$ cat src/rtl/board_move_sequencer.sv
// Chess board store (64 x 4-bit) plus the sequencer that owns its single read and write port.
// Optional one-deep move undo is compiled in when BOARD_UNDO_EN is defined.
module board_move_sequencer #(
    parameter int ADDR_W  = 6,
    parameter int PIECE_W = 4
) (
    input  logic               CLK,
    input  logic               RESET,
    input  logic               init_req,
    input  logic               move_valid,
    output logic               move_ready,
    input  logic [ADDR_W-1:0]  move_src,
    input  logic [ADDR_W-1:0]  move_dst,
    output logic               move_done,
    output logic               move_null,
    output logic [PIECE_W-1:0] captured_piece,
    output logic               capture_flag,
    input  logic [ADDR_W-1:0]  disp_addr,
    output logic [PIECE_W-1:0] disp_piece,
    output logic               disp_valid,
    output logic               busy,
    input  logic               undo_req,
    output logic               undo_avail
);

    localparam int SQUARES = 1 << ADDR_W;

    typedef enum logic [3:0] {
        INIT, IDLE, RD_SRC, RD_DST, WR_DST, CLR_SRC, DONE, UNDO_DST, UNDO_SRC
    } state_t;

    state_t               state_q, state_d;
    logic [ADDR_W-1:0]    init_cnt_q, init_cnt_d;
    logic [ADDR_W-1:0]    src_q, src_d, dst_q, dst_d;
    logic [PIECE_W-1:0]   src_piece_q, src_piece_d, dst_piece_q, dst_piece_d;
    logic [PIECE_W-1:0]   captured_piece_q, captured_piece_d;
    logic                 move_null_q, move_null_d;
    logic                 capture_flag_q, capture_flag_d;
    logic [PIECE_W-1:0]   disp_piece_q, disp_piece_d;
    logic                 disp_valid_q, disp_valid_d;

    logic [PIECE_W-1:0]   board_q [SQUARES];
    logic                 wr_en;
    logic [ADDR_W-1:0]    wr_addr, rd_addr;
    logic [PIECE_W-1:0]   wr_data, rd_data;
    logic                 disp_owner;

`ifdef BOARD_UNDO_EN
    logic [ADDR_W-1:0]    undo_src_q, undo_src_d, undo_dst_q, undo_dst_d;
    logic [PIECE_W-1:0]   undo_moved_q, undo_moved_d, undo_cap_q, undo_cap_d;
    logic                 undo_avail_q, undo_avail_d;
    assign undo_avail = undo_avail_q;
`else
    logic unused_undo;
    assign unused_undo = undo_req;
    assign undo_avail  = 1'b0;
`endif

    // Starting layout: row 0 is black's back rank, row 7 white's.
    function automatic logic [PIECE_W-1:0] init_piece(input logic [ADDR_W-1:0] a);
        logic [2:0] back;
        case (a[2:0])
            3'd0, 3'd7: back = 3'd4;
            3'd1, 3'd6: back = 3'd2;
            3'd2, 3'd5: back = 3'd3;
            3'd3:       back = 3'd5;
            default:    back = 3'd6;
        endcase
        case (a[5:3])
            3'd0:    init_piece = {1'b1, back};
            3'd1:    init_piece = 4'b1001;
            3'd6:    init_piece = 4'b0001;
            3'd7:    init_piece = {1'b0, back};
            default: init_piece = 4'b0000;
        endcase
    endfunction

    assign rd_addr        = (state_q == RD_SRC) ? src_q : (state_q == RD_DST) ? dst_q : disp_addr;
    assign rd_data        = board_q[rd_addr];
    assign move_ready     = (state_q == IDLE);
    assign busy           = (state_q != IDLE);
    assign move_done      = (state_q == DONE);
    assign move_null      = move_null_q;
    assign captured_piece = captured_piece_q;
    assign capture_flag   = capture_flag_q;
    assign disp_piece     = disp_piece_q;
    assign disp_valid     = disp_valid_q;

    always_comb begin
        disp_owner = (state_q == IDLE) || (state_q == WR_DST) || (state_q == CLR_SRC) ||
                     (state_q == DONE) || (state_q == UNDO_DST) || (state_q == UNDO_SRC);
    end

    always_comb begin
        state_d          = state_q;
        init_cnt_d       = init_cnt_q;
        src_d            = src_q;
        dst_d            = dst_q;
        src_piece_d      = src_piece_q;
        dst_piece_d      = dst_piece_q;
        captured_piece_d = captured_piece_q;
        move_null_d      = move_null_q;
        capture_flag_d   = capture_flag_q;
        wr_en            = 1'b0;
        wr_addr          = init_cnt_q;
        wr_data          = '0;
`ifdef BOARD_UNDO_EN
        undo_src_d       = undo_src_q;
        undo_dst_d       = undo_dst_q;
        undo_moved_d     = undo_moved_q;
        undo_cap_d       = undo_cap_q;
        undo_avail_d     = undo_avail_q;
`endif
        case (state_q)
            INIT: begin
                wr_en      = 1'b1;
                wr_addr    = init_cnt_q;
                wr_data    = init_piece(init_cnt_q);
                init_cnt_d = init_cnt_q + {{(ADDR_W-1){1'b0}}, 1'b1};
`ifdef BOARD_UNDO_EN
                undo_avail_d = 1'b0;
`endif
                if (&init_cnt_q) state_d = IDLE;
            end
            IDLE: begin
                if (init_req) begin
                    state_d    = INIT;
                    init_cnt_d = '0;
`ifdef BOARD_UNDO_EN
                end else if (undo_req && undo_avail_q) begin
                    state_d = UNDO_DST;
`endif
                end else if (move_valid) begin
                    src_d   = move_src;
                    dst_d   = move_dst;
                    state_d = RD_SRC;
                end
            end
            RD_SRC: begin
                src_piece_d = rd_data;
                state_d     = RD_DST;
            end
            RD_DST: begin
                dst_piece_d = rd_data;
                if ((src_q == dst_q) || (src_piece_q[2:0] == 3'd0)) begin
                    move_null_d      = 1'b1;
                    captured_piece_d = rd_data;
                    capture_flag_d   = (rd_data[2:0] != 3'd0);
                    state_d          = DONE;
                end else begin
                    state_d = WR_DST;
                end
            end
            WR_DST: begin
                wr_en   = 1'b1;
                wr_addr = dst_q;
                wr_data = src_piece_q;
                state_d = CLR_SRC;
            end
            CLR_SRC: begin
                wr_en            = 1'b1;
                wr_addr          = src_q;
                wr_data          = '0;
                move_null_d      = 1'b0;
                captured_piece_d = dst_piece_q;
                capture_flag_d   = (dst_piece_q[2:0] != 3'd0);
`ifdef BOARD_UNDO_EN
                undo_src_d       = src_q;
                undo_dst_d       = dst_q;
                undo_moved_d     = src_piece_q;
                undo_cap_d       = dst_piece_q;
                undo_avail_d     = 1'b1;
`endif
                state_d          = DONE;
            end
            DONE: begin
                state_d = IDLE;
            end
`ifdef BOARD_UNDO_EN
            UNDO_DST: begin
                wr_en   = 1'b1;
                wr_addr = undo_dst_q;
                wr_data = undo_cap_q;
                state_d = UNDO_SRC;
            end
            UNDO_SRC: begin
                wr_en        = 1'b1;
                wr_addr      = undo_src_q;
                wr_data      = undo_moved_q;
                move_null_d  = 1'b0;
                undo_avail_d = 1'b0;
                state_d      = DONE;
            end
`endif
            default: begin
                state_d    = INIT;
                init_cnt_d = '0;
            end
        endcase

        // disp_valid marks a fresh display read; it is also forced low while heading into INIT.
        disp_piece_d = disp_owner ? rd_data : disp_piece_q;
        disp_valid_d = disp_owner && (state_d != INIT);
    end

    always_ff @(posedge CLK) begin
        if (wr_en) board_q[wr_addr] <= wr_data;
    end

    always_ff @(posedge CLK or negedge RESET) begin
        if (!RESET) begin
            state_q          <= INIT;
            init_cnt_q       <= '0;
            src_q            <= '0;
            dst_q            <= '0;
            src_piece_q      <= '0;
            dst_piece_q      <= '0;
            captured_piece_q <= '0;
            move_null_q      <= 1'b0;
            capture_flag_q   <= 1'b0;
            disp_piece_q     <= '0;
            disp_valid_q     <= 1'b0;
`ifdef BOARD_UNDO_EN
            undo_src_q       <= '0;
            undo_dst_q       <= '0;
            undo_moved_q     <= '0;
            undo_cap_q       <= '0;
            undo_avail_q     <= 1'b0;
`endif
        end else begin
            state_q          <= state_d;
            init_cnt_q       <= init_cnt_d;
            src_q            <= src_d;
            dst_q            <= dst_d;
            src_piece_q      <= src_piece_d;
            dst_piece_q      <= dst_piece_d;
            captured_piece_q <= captured_piece_d;
            move_null_q      <= move_null_d;
            capture_flag_q   <= capture_flag_d;
            disp_piece_q     <= disp_piece_d;
            disp_valid_q     <= disp_valid_d;
`ifdef BOARD_UNDO_EN
            undo_src_q       <= undo_src_d;
            undo_dst_q       <= undo_dst_d;
            undo_moved_q     <= undo_moved_d;
            undo_cap_q       <= undo_cap_d;
            undo_avail_q     <= undo_avail_d;
`endif
        end
    end

endmodule
$ cat config.mk
export PLATFORM = sky130hd
export DESIGN_NAME = board_move_sequencer
export DESIGN_NICKNAME = d
export VERILOG_FILES = /design/src/rtl/board_move_sequencer.sv
export SDC_FILE = /design/constraint.sdc
export NUM_CORES = 1
export LEC_CHECK = 0
export BUFFER_PORTS_ARGS = -buffer_cell sky130_fd_sc_hd__buf_2
export CORE_ASPECT_RATIO = 2
export CORE_MARGIN = 3
export CORE_UTILIZATION = 55
export CTS_BUF_LIST = sky130_fd_sc_hd__clkbuf_2 sky130_fd_sc_hd__clkbuf_4 sky130_fd_sc_hd__clkbuf_8
export DETAILED_ROUTE_END_ITERATION = 8
export PLACE_DENSITY = 0.72
export SLEW_MARGIN = 25
export SYNTH_ARGS = -nofsm -noshare
export SYNTH_HDL_FRONTEND = slang
export SYNTH_SLANG_ARGS = --single-unit
$ cat constraint.sdc
create_clock -name CLK -period 11.75 [get_ports CLK]
set_clock_uncertainty 0.2 [all_clocks]
set_input_delay 1.7625 -clock CLK [delete_from_list [all_inputs] [get_ports CLK]]
set_output_delay 1.7625 -clock CLK [all_outputs]
set_load 0.01 [all_outputs]
# ---- Yosys cells after proc, flatten, opt, wreduce, memory -nomap -nowiden
# Memories as Yosys holds them, arrays and structs flattened.
# Cells that the tools add are included.
dict set report word_totals {
  ram_bits 256
  mem_count 1
  regBits 41
  input_bits 23
}
dict set report classes {
  mux 22
  n_addsub 1
  bitwise_logic 2
  n_reduce_logical 24
  n_eq_ne 21
}
# memory words word_bits rd rd_clocked_by_memory_dff write_ports line
set mem_list {}
lappend mem_list {board_q 64 4 1 0 1 42} ;# logic [PIECE_W-1:0] board_q [SQUARES];
# operator count
set ops {}
lappend ops {{$pmux W4 S7} 1}
lappend ops {{$mux W6} 3}
lappend ops {{$pmux W6 S3} 1}
lappend ops {{$eq A4 B3 Y1 const B} 4}
lappend ops {{$mux W4} 4}
lappend ops {{$pmux W4 S2} 2}
lappend ops {{$pmux W4 S4} 1}
lappend ops {{$eq A3 B3 Y1 const B} 5}
lappend ops {{$pmux W3 S4} 1}
lappend ops {{$pmux W6 S2} 1}
lappend ops {{$logic_not A3 Y1} 3}
lappend ops {{$eq A4 B2 Y1 const B} 2}
lappend ops {{$add A6 B1 Y6 const B} 1}
lappend ops {{$eq A3 B1 Y1 const B} 2}
lappend ops {{$eq A3 B2 Y1 const B} 2}
lappend ops {{$eq A6 B6 Y1} 1}
lappend ops {{$logic_or A1 B1 Y1} 6}
lappend ops {{$reduce_and A6 Y1} 1}
lappend ops {{$reduce_bool A3 Y1} 2}
lappend ops {{$reduce_or A2 Y1} 3}
lappend ops {{$mux W1} 5}
lappend ops {{$reduce_or A5 Y1} 1}
lappend ops {{$eq A4 B1 Y1 const B} 1}
lappend ops {{$eq A4 B4 Y1 const B} 1}
lappend ops {{other kinds (13)} 16}

# ---- Logic depth before layout (Yosys ltp)
# Gate-level depths: netlist of the first run.
dict set report depth {
  ltp_word 7
  mapped_depth 12
}

# ---- Least setup slack after synthesis of the first run
# Ideal clock, no wire load.
dict set report synth_timing {
  kind {reg2reg}
  start {register init_cnt_q[0]}
  end {memory board_q[0][0] (data pin)}
  path_buffers 0
  path_slack_ps 6971
  arrival_ps 3859
  path_stages_with_launch 8
  required_ps 10830
  path_cell_list {dfrtp_1 > inv_1 > ha_1 > nor2b_1 > a211oi_1 > a211oi_1 > a31oi_1 > o31ai_1}
}
dict set report synth_via {
  elab_chain_len 5
}
# item line
set synth_rtl {}
lappend synth_rtl {{from (decl)} 33} ;# logic [ADDR_W-1:0] init_cnt_q, init_cnt_d;
lappend synth_rtl {{from (signal assigned)} 232} ;# init_cnt_q <= init_cnt_d;
lappend synth_rtl {{$eq A3 B2 Y1 (tied with other cells)} 62} ;# case (a[2:0])
lappend synth_rtl {{$reduce_or A2 Y1} 62}
lappend synth_rtl {{$pmux W3 S4 (*)} 62}
lappend synth_rtl {{$pmux W4 S4 (*)} 69} ;# case (a[5:3])
lappend synth_rtl {{$pmux W4 S2 (*)} 114} ;# case (state_q)
lappend synth_rtl {{named net wr_data[0]} 45} ;# logic [PIECE_W-1:0] wr_data, rd_data;
lappend synth_rtl {{to (decl)} 42}
# Mark *: on every way through the listed nets, which the timed path passes. The rest lies on a longest branch.

# ---- Worst setup path in the final report of the first run
dict set report layout_timing {
  start {input disp_addr[1]}
  end {register capture_flag_q, in the netlist capture_flag}
}
dict set report layout_via {
  elab_chain_len 6
}
# item line
set layout_rtl {}
lappend layout_rtl {{from (decl)} 18} ;# input logic [ADDR_W-1:0] disp_addr,
lappend layout_rtl {{$mux W6 (2 in series)} 78} ;# assign rd_addr = (state_q == RD_SRC) ? src_q : (state_q == RD_DST) ? dst_q : disp_addr;
lappend layout_rtl {{$mem_v2 Z64 W4} -}
lappend layout_rtl {{$reduce_bool A3 Y1} 148} ;# capture_flag_d = (rd_data[2:0] != 3'd0);
lappend layout_rtl {{$mux W1} 145} ;# if ((src_q == dst_q) || (src_piece_q[2:0] == 3'd0)) begin
lappend layout_rtl {{$pmux W1 S2} 114}
lappend layout_rtl {{to (signal assigned)} 239} ;# capture_flag_q <= capture_flag_d;
lappend layout_rtl {{to (decl)} 38} ;# logic capture_flag_q, capture_flag_d;
# No other way between the ends. The select of a mux whose other input is x is not followed.
# A chain may end at the register's enable or synchronous reset.

==> impl_results.md, run 1 <==
* Run status: finished, final reports clean
* CTS H-tree lvls at 2
* Layout cells sized above 1 at 0.171
* Critical path endpoint category: register
* Async SR Flop Fraction at 0.138
* Distinct cells, synth at 74
* Clock Latency Late Sink at between 0.5 and 0.6 ns
* Hold_buf cts at 0
* Synth top area cells: edfxtp_1 (59%), dfrtp_1 (7.9%), nand2_1 (4.2%)
* Worst VDD drop at between 0.07 and 0.08 mV
* Syn-to-layout area delta at 9.62%
* Post-synthesis adder-cell area fraction at 0.00671
* Post-synth top area cell: edfxtp_1
* Worst path required time at 11.97 ns
* Post-CTS Setup Bufs at 0
* Final setup vio count at 0
* Hold WC Path Type: reg -> reg
* Core area at roughly 23,000 um2
* Nets at ~1.0k
* Power density over the cells at approximately 150 nW/um2
* Top_reg_cell synth: edfxtp_1
* Clock root buffer: clkbuf_8
* Count leader, synth: edfxtp_1
* Port bufs at 35
* # rows at between 70 and 80
* Cells after synthesis at 976
* Starting Density at 0.560
* CTS tree: built
* DR vias at 8,445
* Clk buf depth at 3
* Leakage power at 0.00502 uW
* Vias in the first global route at around 8.5k
* Area share of xor/xnor cells in the synthesized design at 0.00403
* Congestion Overflow GR at 0
* Via/cell ratio at about 6.4
* Die ar. at between 20,000 and 30,000 um2
* Max_slew headroom at 0.368
* Post-route cell area at 14,300 um2
* Crit path time final at about 5.3 ns
* Ports at 38
* # DRC at 0
* Total chip power at roughly 2200 uW
* HPWL after DPL at between 20,000 and 25,000 um
* Tcrit/Tclk final at 0.449
* Startpoint Class: primary input
* Placed Area at about 13,000 um2
* Sequential area share after synthesis at 0.667
* Global-route wire length before repair at between 40,000 and 50,000 um
* Clock-pin slew on the worst setup and hold paths at 0.07 ns
* Fin. max-slew vios at 0
* Max Clock Freq at between 150 and 200 MHz
* Post_cts resized at 0
* Max-Cap Viols at 0
* Arrival time worst endpoint at roughly 5.5 ns
* Fillers at 1,765
* Yosys reg bits at a little under 300
* Cell Area, Synth at 13,100 um2
* Post-synth EDFFs at ~260
* Complex-gate fraction of the synthesized area at 0.114
* WL/cell at roughly 25 um
* CTS Buf Count at 39
* Final wirelength at approximately 33,000 um
* GRT Total Usage at 0.262
* Synth cell count leaders: edfxtp_1 (256), nand2_1 (146), nor2_1 (86), dfrtp_1 (41), nand3_1 (38)
* Flop-to-flop setup slack at 6.64 ns
* DRC marker count from the first detailed-route iteration at approximately 760
* Clk sink count at slightly below 300
* Worst-Margin Slew at between 0.9 and 1 ns
* Setup Total Neg Slack at 0 ns
* Largest family of logic cells by synthesized area: compound AO/OA/AOI/OAI gates
* Die Span Y at around 220 um
* Initial antenna violation count at 0
* Number of routed nets with antenna violations at 0
* Synth warn at 0
* Synth top area share at 0.589
* Die width at 115 um
* Global placement routability congestion at about 0.89
* Synthesized area per cell at ~13 um2
* Pre-antenna DRT Iters at 5
* Post-Synth Simple-Gate Area at 0.103
* RSZ-0062 raised after global routing: false
* Largest net degree at the start of global routing at 65
* Critical setup path kind: in -> reg
* Final hold vios at 0
* Mux cell area share after synthesis at 0.0738
* CP Max Fanout at 60
* Inserted Diodes at 0
[placed cells by master (no fill, tap or decap), types with 6 or more instances in the layout]
cell type  count
and3_1         9
buf_4         15
o21ai_0       17
a21oi_1       24
o2111ai_1     12
a311oi_1      12
edfxtp_1     256
dfrtp_1       41
buf_2         35
o2111a_1       6
inv_1         23
nor2_1        86
nand2_1      145
a31oi_1       11
mux2i_1       33
o22ai_1        6
mux2_2        36
o211ai_1      24
a211oi_1      19
mux4_2         7
clkinv_1       6
o221ai_1       9
ha_1           7
clkbuf_4      14
nand3_1       38
clkbuf_8      43
[routing by layer]
layer | vias up | part of all wire | GRT usage
li1 | 3809 | - | -
met1 | 4133 | 0.32 | 0.274
met4 | 0 | 0.078 | 0.178
met5 | - | 0 | 0
met3 | 120 | 0.060 | 0.0392
met2 | 383 | 0.54 | 0.472
[registers in the layout, summed over array words and instances (netlist names)]
name            count
board_q           256
dst_q               6
init_cnt_q          6
src_q               6
captured_piece      4
disp_piece          4
dst_piece_q         4
src_piece_q         4
state_q             4
capture_flag        1
disp_valid          1
move_null           1
[through the flow]
step,cells,hold WS (ns),utilization,setup WS [ns]
finish,1327,0.279,0.613,6.47
global route,1327,0.323,0.613,6.40
CTS,1327,0.285,0.613,6.56
detailed placement,1257,0.268,0.578,6.01
global placement,1256,0.257,0.576,5.90
floorplan,977,0.271,-,6.97
[logic make-up (layout without fill, tap and decap cells)]
| group | count (synthesis) | count (layout) |
|---|---|---|
| other cells | 1 | 2 |
| flops | 297 | 297 |
| xor+xnor | 6 | 6 |
| fa+ha+maj | 7 | 7 |
| buf+inv | 77 | 144 |
| simple gates | 313 | 313 |
| mux | 81 | 81 |
| compound gates | 194 | 194 |
[power breakdown]
part	internal (uW)	leakage, uW	switching [uW]	total, uW
sequential	1180	0.00286	11.9	1190
clock	447	0.000441	364	812
combinational	56.2	0.00172	127	183
total	1680	0.00502	503	2180
[area by class of cell]
cell class                 count  area (um2)  share of cell area
inverter                      23        86.3             0.00603
sequential                   297        8710               0.609
timing repair buffer          51         315              0.0220
tap                          283         354              0.0247
clock inverter                13         133             0.00927
clock buffer                  57         697              0.0487
multi-input combinational    603        4010               0.280
[path summary, 6_finish.rpt]
check / startpoint / to / cells past startpoint
max: disp_addr[1] / capture_flag / 11
min: disp_piece[0] / disp_piece[0] / 2
max reg2reg: state_q[1] / capture_flag / 10
min reg2reg: disp_piece[0] / disp_piece[0] / 2
max in group asynchronous: RESET / src_piece_q[2] / 1
min in group asynchronous: RESET / src_q[4] / 1
[worst max-delay path: stages]
cell	delay, ns
buf_2	0.11
nand2b_1	0.07
buf_4	0.32
o211a_4	0.21
buf_4	0.60
nand2_1	0.48
o22a_1	0.30
a311o_1	0.39
a211oi_1	0.46
o22ai_1	0.31
o41a_1	0.44
No activity file was read; power rests on OpenSTA's default activity.
==> run 2, diff against run 1 <==
==> constraint.sdc (replaced) <==
create_clock -name CLK -period 5.2 [get_ports CLK]
set_clock_uncertainty 0.2 [all_clocks]
set_input_delay 0.78 -clock CLK [delete_from_list [all_inputs] [get_ports CLK]]
set_output_delay 0.78 -clock CLK [all_outputs]
set_load 0.01 [all_outputs]
==> run 2 against run 1 <==
Clock-buffer cell count is 5 lower. Routed wire length is 3.0% higher. Critical path type is now reg -> reg. Register-to-register slack got worse by 5.6 ns. Worst hold slack lost 0.11 ns. Non-clock buffer count up 13. Power rose by 120%. Critical path depth fell by 2. Clock power up 120%. Cell count is 0.83% higher. Largest cell class unchanged.
==> impl_results.md, run 2 (synthesis gave the netlist of run 1 again) <==
* Critical Path Slowest Stage Cell: o211ai_4
* Starting Density at 0.560 (unchanged)
* Vias in the first global route at 8,775 (+3.5%)
* Global placement routability congestion at 0.950 (+6.5%)
* Clock root buffer: clkbuf_8
* Critical path endpoint category: register
* Largest register FFs at 256 (unchanged)
* Worst-Margin Slew at 0.998 ns (+0.0501 ns)
* Layout cells sized above 1 at 0.180 (+0.00864)
* # rows at 79 (unchanged)
* Int Power at 3760 uW (+120%)
* Critical setup path kind: reg -> reg
* Initial antenna violation count at 0 (unchanged)
* Part of the power in registers at 0.547 (+0.003)
* Die Span Y at 224 um (unchanged)
* Commonest non-fill, non-tap cell in the layout: edfxtp_1
* Final wirelength at 34,400 um (+3.0%)
* Core area at 23,300 um2 (unchanged)
* Global-route wire length before repair at 51,000 um (+2.5%)
* Post-CTS Setup Bufs at 0 (unchanged)
* Clk buf depth at 3 (unchanged)
* Hold_buf cts at 0 (unchanged)
* Max-Cap Viols at 0 (unchanged)
* Final setup vio count at 0 (unchanged)
* Syn-to-layout area delta at 10.1%
* Largest Register: board_q
* Area of the multi-input gates at 4000 um2 (-0.31%)
* Largest net degree at the start of global routing at 65 (unchanged)
* # DRC at 0 (unchanged)
* Power density over the cells at 341 nW/um2 (+120%)
* Worst path required time at 5.42 ns (-6.55 ns)
* Inserted Diodes at 0 (unchanged)
* DR vias at 8,618 (+2.0%)
* Setup Total Neg Slack at 0 ns (unchanged)
* Clock-pin slew on the worst setup and hold paths at 0.07 ns (about the same)
* WL/cell at 25.7 um (+2.2%)
* Post_cts resized at 0 (unchanged)
* Most frequent cells in the layout: edfxtp_1 (256), nand2_1 (145), nor2_1 (86), clkbuf_8 (42), dfrtp_1 (41)
* Area occupied by registers at 8710 um2 (unchanged)
* Worst VDD drop at 0.146 mV (+100%)
* HPWL after DPL at 23,500 um (+6.4%)
* Post-layout util at 0.616 (+0.00279)
* Logic pwr share at 0.087 (+0.003)
* Clock share of power at 0.366 (-0.006)
* Hold WC Path Type: in -> async
* Number of routed nets with antenna violations at 0 (unchanged)
* Pre-antenna DRT Iters at 5 (unchanged)
* Nets at 1,058 (+1.2%)
* Ports at 38 (unchanged)
* Max_slew headroom at 0.335 (-0.0334)
* Max Clock Freq at between 200 and 250 MHz
* Port bufs at 35 (unchanged)
* Arrival time worst endpoint at 4.38 ns (-1.12 ns)
* Congestion Overflow GR at 0 (unchanged)
* DRC marker count from the first detailed-route iteration at 817 (+7.8%)
* GRT Total Usage at 0.269 (+0.00644)
* Startpoint Class: register
* Cell Chain, Critical Path: or3b_1, o211ai_4, buf_4, mux2_2, o21ai_0, o21ai_1, a21oi_1, o22ai_1, o41a_1
* CP Max Fanout at 20 (-67%)
* Crit path time final at about 4.2 ns
* P_sw at 1150 uW (+130%)
* Fin. max-slew vios at 0 (unchanged)
* Fillers at 1,787 (+1.2%)
* Leakage power at 0.00507 uW (+0.95%)
* Fin cells at 1,338 (+0.83%)
* Die width at 115 um (unchanged)
* Via/cell ratio at 6.44 (+1.2%)
* Final hold vios at 0 (unchanged)
* Die ar. at 25,700 um2 (unchanged)
* CTS H-tree lvls at 2 (unchanged)
* RSZ-0062 raised after global routing: false
* Run status: finished, final reports clean
* Switch share at 0.234 (+0.00317)
* DP Cell Count at 1,270 (+1.0%)
* Slowest stage delay, CP at 0.68 ns (+0.08 ns)
* CTS tree: built
* Clk sink count at 297 (unchanged)
* Clock Latency Late Sink at 0.54 ns (about the same)
* Tcrit/Tclk final at 0.799
* CTS Buf Count at 39 (unchanged)
[run 2: cell count changes in the layout (fill, tap and decap cells not counted), moves of 2 or more]
cell,before,now
buf_12,0,2
clkinv_2,4,6
clkbuf_4,14,10
buf_4,15,27
[run 2: area by class of cell]
cell class / count / share of cell area
clock buffers: 52 / 0.0454
clock inverters: 16 / 0.0105
inverters: 23 / 0.00601
multi-input cells: 603 / 0.278
flip-flops and latches: 297 / 0.606
well taps: 283 / 0.0246
repair buffers: 64 / 0.0291
[run 2: power groups by stage]
stage | Sequential (uW) | Clock, uW | Combinational [uW]
CTS | 2680 | 1820 | 421
global placement | 2730 | 0 | 410
floorplan | 2730 | 0 | 249
global route | 2690 | 1920 | 452
finish | 2680 | 1800 | 427
detailed placement | 2730 | 0 | 419
[run 2: metal layers]
metal / global-route usage / wire length [um] / vias up
li1: - / - / 3835
met1: 0.281 / 10700 / 4177
met2: 0.482 / 18500 / 466
met3: 0.0406 / 2530 / 140
met4: 0.185 / 2650 / 0
met5: 0 / 0 / -
[run 2: path summary, 6_finish.rpt]
path | from | to | slack, ns | depth (start not counted)
worst max-delay path | state_q[1] | capture_flag | 1.04 | 9
worst min-delay path | RESET | src_q[2] | 0.17 | 1
worst max register to register | state_q[1] | capture_flag | 1.04 | 9
worst min register to register | move_null | move_null | 0.28 | 2
max in group asynchronous | RESET | captured_piece[0] | 4.04 | 1
min in group CLK | move_dst[5] | dst_q[5] | 0.27 | 2
[run 2: critical path, delay by kind of cell (launching register included)]
family / cells / cell delay, ns
AO/OA/AOI/OAI: 6 / 2.03
buffers and inverters: 1 / 0.36
flip-flops: 1 / 0.57
multiplexers: 1 / 0.37
AND/OR/NAND/NOR: 1 / 0.49
[run 2: through the flow]
step | area [um2] | hold slack [ns] | worst slack [ns] | total power (uW)
after global routing | 14400 | 0.229 | 0.931 | 5050
after floorplan | 13100 | 0.271 | 0.421 | 2980
after global placement | 13600 | 0.255 | 1.20 | 3140
after detailed placement | 13600 | 0.267 | 1.16 | 3150
after CTS | 14400 | 0.173 | 1.15 | 4930
final | 14400 | 0.171 | 1.04 | 4910
==> run 3, diff against run 2 <==
==> constraint.sdc (replaced) <==
create_clock -name CLK -period 3.98 [get_ports CLK]
set_clock_uncertainty 0.2 [all_clocks]
set_input_delay 0.597 -clock CLK [delete_from_list [all_inputs] [get_ports CLK]]
set_output_delay 0.597 -clock CLK [all_outputs]
set_load 0.01 [all_outputs]
==> run 3 against run 2 <==
Register-to-register slack worse by 0.89 ns. Fmax is 8.5% higher. Clock-buffer cell count is 6 higher. Critical path type unchanged. Combinational power is 37% higher. Flip-flop and latch count stayed put. Setup slack worse by 0.89 ns. Sequential power is 31% higher. Power is 28% higher. Sequential share of layout area is 0.81 points lower. Global-route usage is 0.21 points higher. First-iteration DRC count is 2.4% higher. Critical path depth stayed put.
==> impl_results.md, run 3 (synthesis gave the netlist of run 1 again) <==
* Hold WC Path Type: in -> reg
* CTS Buf Count at 40 (+2.6%)
* Global placement routability congestion at 0.949 (about the same)
* Clock Latency Late Sink at 0.54 ns (about the same)
* Congestion Overflow GR at 0 (unchanged)
* DRC marker count from the first detailed-route iteration at 837 (+2.4%)
* Crit path time final at 3.83 ns (-0.326 ns)
* Die Span Y at 224 um (unchanged)
* Max_slew headroom at 0.509 (+0.175)
* Max Clock Freq at 261 MHz (+8.5%)
* Max-Cap Viols at 0 (unchanged)
* # rows at 79 (unchanged)
* Global-route wire length before repair at 51,300 um (+0.53%)
* Part of the power in registers at 0.557 (+0.010)
* Ports at 38 (unchanged)
* Switch share at 0.238 (+0.00425)
* Syn-to-layout area delta at 11.6%
* Clk buf depth at 3 (unchanged)
* Fin cells at 1,369 (+2.3%)
* Via/cell ratio at 6.38 (-0.90%)
* Worst-Margin Slew at 0.734 ns (-0.264 ns)
* Run status: finished, final reports clean
* Post-CTS Setup Bufs at 0 (unchanged)
* Clock-pin slew on the worst setup and hold paths at 0.07 ns (about the same)
* CTS H-tree lvls at 2 (unchanged)
* Final setup margin at 0.150 ns (-0.894 ns)
* Largest Register: board_q
* RR Startpoint: state_q[3]
* DP Cell Count at 1,295 (+2.0%)
* Fin. max-slew vios at 0 (unchanged)
* Vias in the first global route at 8,758 (-0.19%)
* Largest net degree at the start of global routing at 65 (unchanged)
* Total chip power at 6290 uW (+28%)
* Clock root buffer: clkbuf_8
* Commonest non-fill, non-tap cell in the layout: edfxtp_1
* Starting Density at 0.560 (unchanged)
* Number of routed nets with antenna violations at 0 (unchanged)
* Die width at 115 um (unchanged)
* Worst Hold Launch: move_dst[2]
* Int Power at 4790 uW (+27%)
* Startpoint Class: register
* Clock share of power at 0.351 (-0.015)
* # DRC at 0 (unchanged)
* Cell mode on critical path: a311oi_1
* Setup Total Neg Slack at 0 ns (unchanged)
* Clk sink count at 297 (unchanged)
* HPWL after DPL at 24,000 um (+2.4%)
* Critical setup path kind: reg -> reg
* GRT Total Usage at 0.271 (+0.00207)
* Pre-antenna DRT Iters at 8 (+3)
* CP Max Fanout at 51 (+160%)
* Leakage power at 0.00520 uW (+2.5%)
* Die ar. at 25,700 um2 (unchanged)
* Pre-CTS WS at 0.181 ns (-0.980 ns)
* Tcrit/Tclk final at 0.962 (+0.163)
* CP startpoint: state_q[3]
* Final setup vio count at 0 (unchanged)
* Final wirelength at 34,600 um (+0.66%)
* DR vias at 8,738 (+1.4%)
* Power density over the cells at 432 nW/um2 (+26%)
* Initial antenna violation count at 0 (unchanged)
* Most frequent cells in the layout: edfxtp_1 (256), nand2_1 (145), nor2_1 (86), buf_4 (49), clkbuf_8 (42)
* Nets at 1,086 (+2.6%)
* Critical Path Slowest Stage Cell: a311oi_1
* Logic pwr share at 0.093 (+0.006)
* Worst path required time at 4.25 ns (-1.17 ns)
* Final hold vios at 0 (unchanged)
* RSZ-0062 raised after global routing: false
* Post-layout util at 0.625 (+0.00837)
* Worst VDD drop at 0.181 mV (+24%)
* Critical path endpoint category: register
* Cell Chain, Critical Path: or3b_1, o211ai_4, buf_12, a211oi_1, a311oi_1, a311oi_1, o41a_1, a31oi_2, a221o_1
* Slowest stage delay, CP at 0.52 ns (-0.16 ns)
* Arrival time worst endpoint at 4.10 ns (-0.28 ns)
* Port bufs at 35 (unchanged)
* Layout cells sized above 1 at 0.199 (+0.0190)
* Core area at 23,300 um2 (unchanged)
* Largest register FFs at 256 (unchanged)
* P_sw at 1500 uW (+31%)
* CTS tree: built
* WL/cell at 25.3 um (-1.6%)
run 3: changes by cell type in the layout (fill, tap and decap cells not counted), sizes merged:
cell,before,now
buf,64,90
clkinv,12,13
clkbuf,52,58
dlygate4sd3,0,1
bufinv,3,0
inv,24,23
diode,0,1
run 3: final timing paths:
kind	to	slack [ns]	cells after the start
worst max-delay path	captured_piece[3]	0.15	9
worst min-delay path	dst_q[2]	0.09	2
worst max register to register	captured_piece[3]	0.15	9
worst min register to register	move_null	0.28	2
max in group asynchronous	disp_piece[2]	2.82	3
min in group asynchronous	dst_q[1]	0.29	2
run 3: critical path: cells and delay by family (launching register included):
| family | cells | cell delay (ns) |
|---|---|---|
| buffers and inverters | 1 | 0.32 |
| AO/OA/AOI/OAI | 7 | 2.21 |
| AND/OR/NAND/NOR | 1 | 0.51 |
| flip-flops | 1 | 0.47 |
run 3: timing repair:
action / 4_1_cts / 5_1_grt
hold buffers: 0 / 1
hold endpoints to repair: 0 / 11
resized for setup: 0 / 1
setup endpoints to repair: 0 / 1
run 3: area by class of cell:
class	count	area (um2)
Antenna cell	1	2.50
Clock buffer	58	698
Clock inverter	13	52.6
Fill cell	1761	8760
Inverter	23	86.3
Multi-Input combinational cell	603	3990
Sequential cell	297	8710
Tap cell	283	354
Timing Repair Buffer	91	673
run 3: layer usage:
layer / vias to the layer above / wire length (um) / global-route usage
li1: 3882 / - / -
met1: 4231 / 10700 / 0.284
met2: 475 / 18400 / 0.478
met3: 150 / 2590 / 0.0484
met4: 0 / 2810 / 0.188
met5: - / 0 / 0
run 3: metrics by stage:
step | area [um2] | hold WS, ns
5_1_grt | 14600 | 0.0858
3_5_place_dp | 13800 | 0.267
6_report | 14600 | 0.0929
2_1_floorplan | 13100 | 0.101
4_1_cts | 14500 | 0.0235
3_3_place_gp | 13800 | 0.259
run 3: power groups by stage:
stage | Combinational, uW | Clock, uW | Sequential (uW)
6_report | 583 | 2210 | 3500
5_1_grt | 619 | 2350 | 3510
4_1_cts | 573 | 2220 | 3500
3_5_place_dp | 571 | 0 | 3570
3_3_place_gp | 560 | 0 | 3570
2_1_floorplan | 326 | 0 | 3570
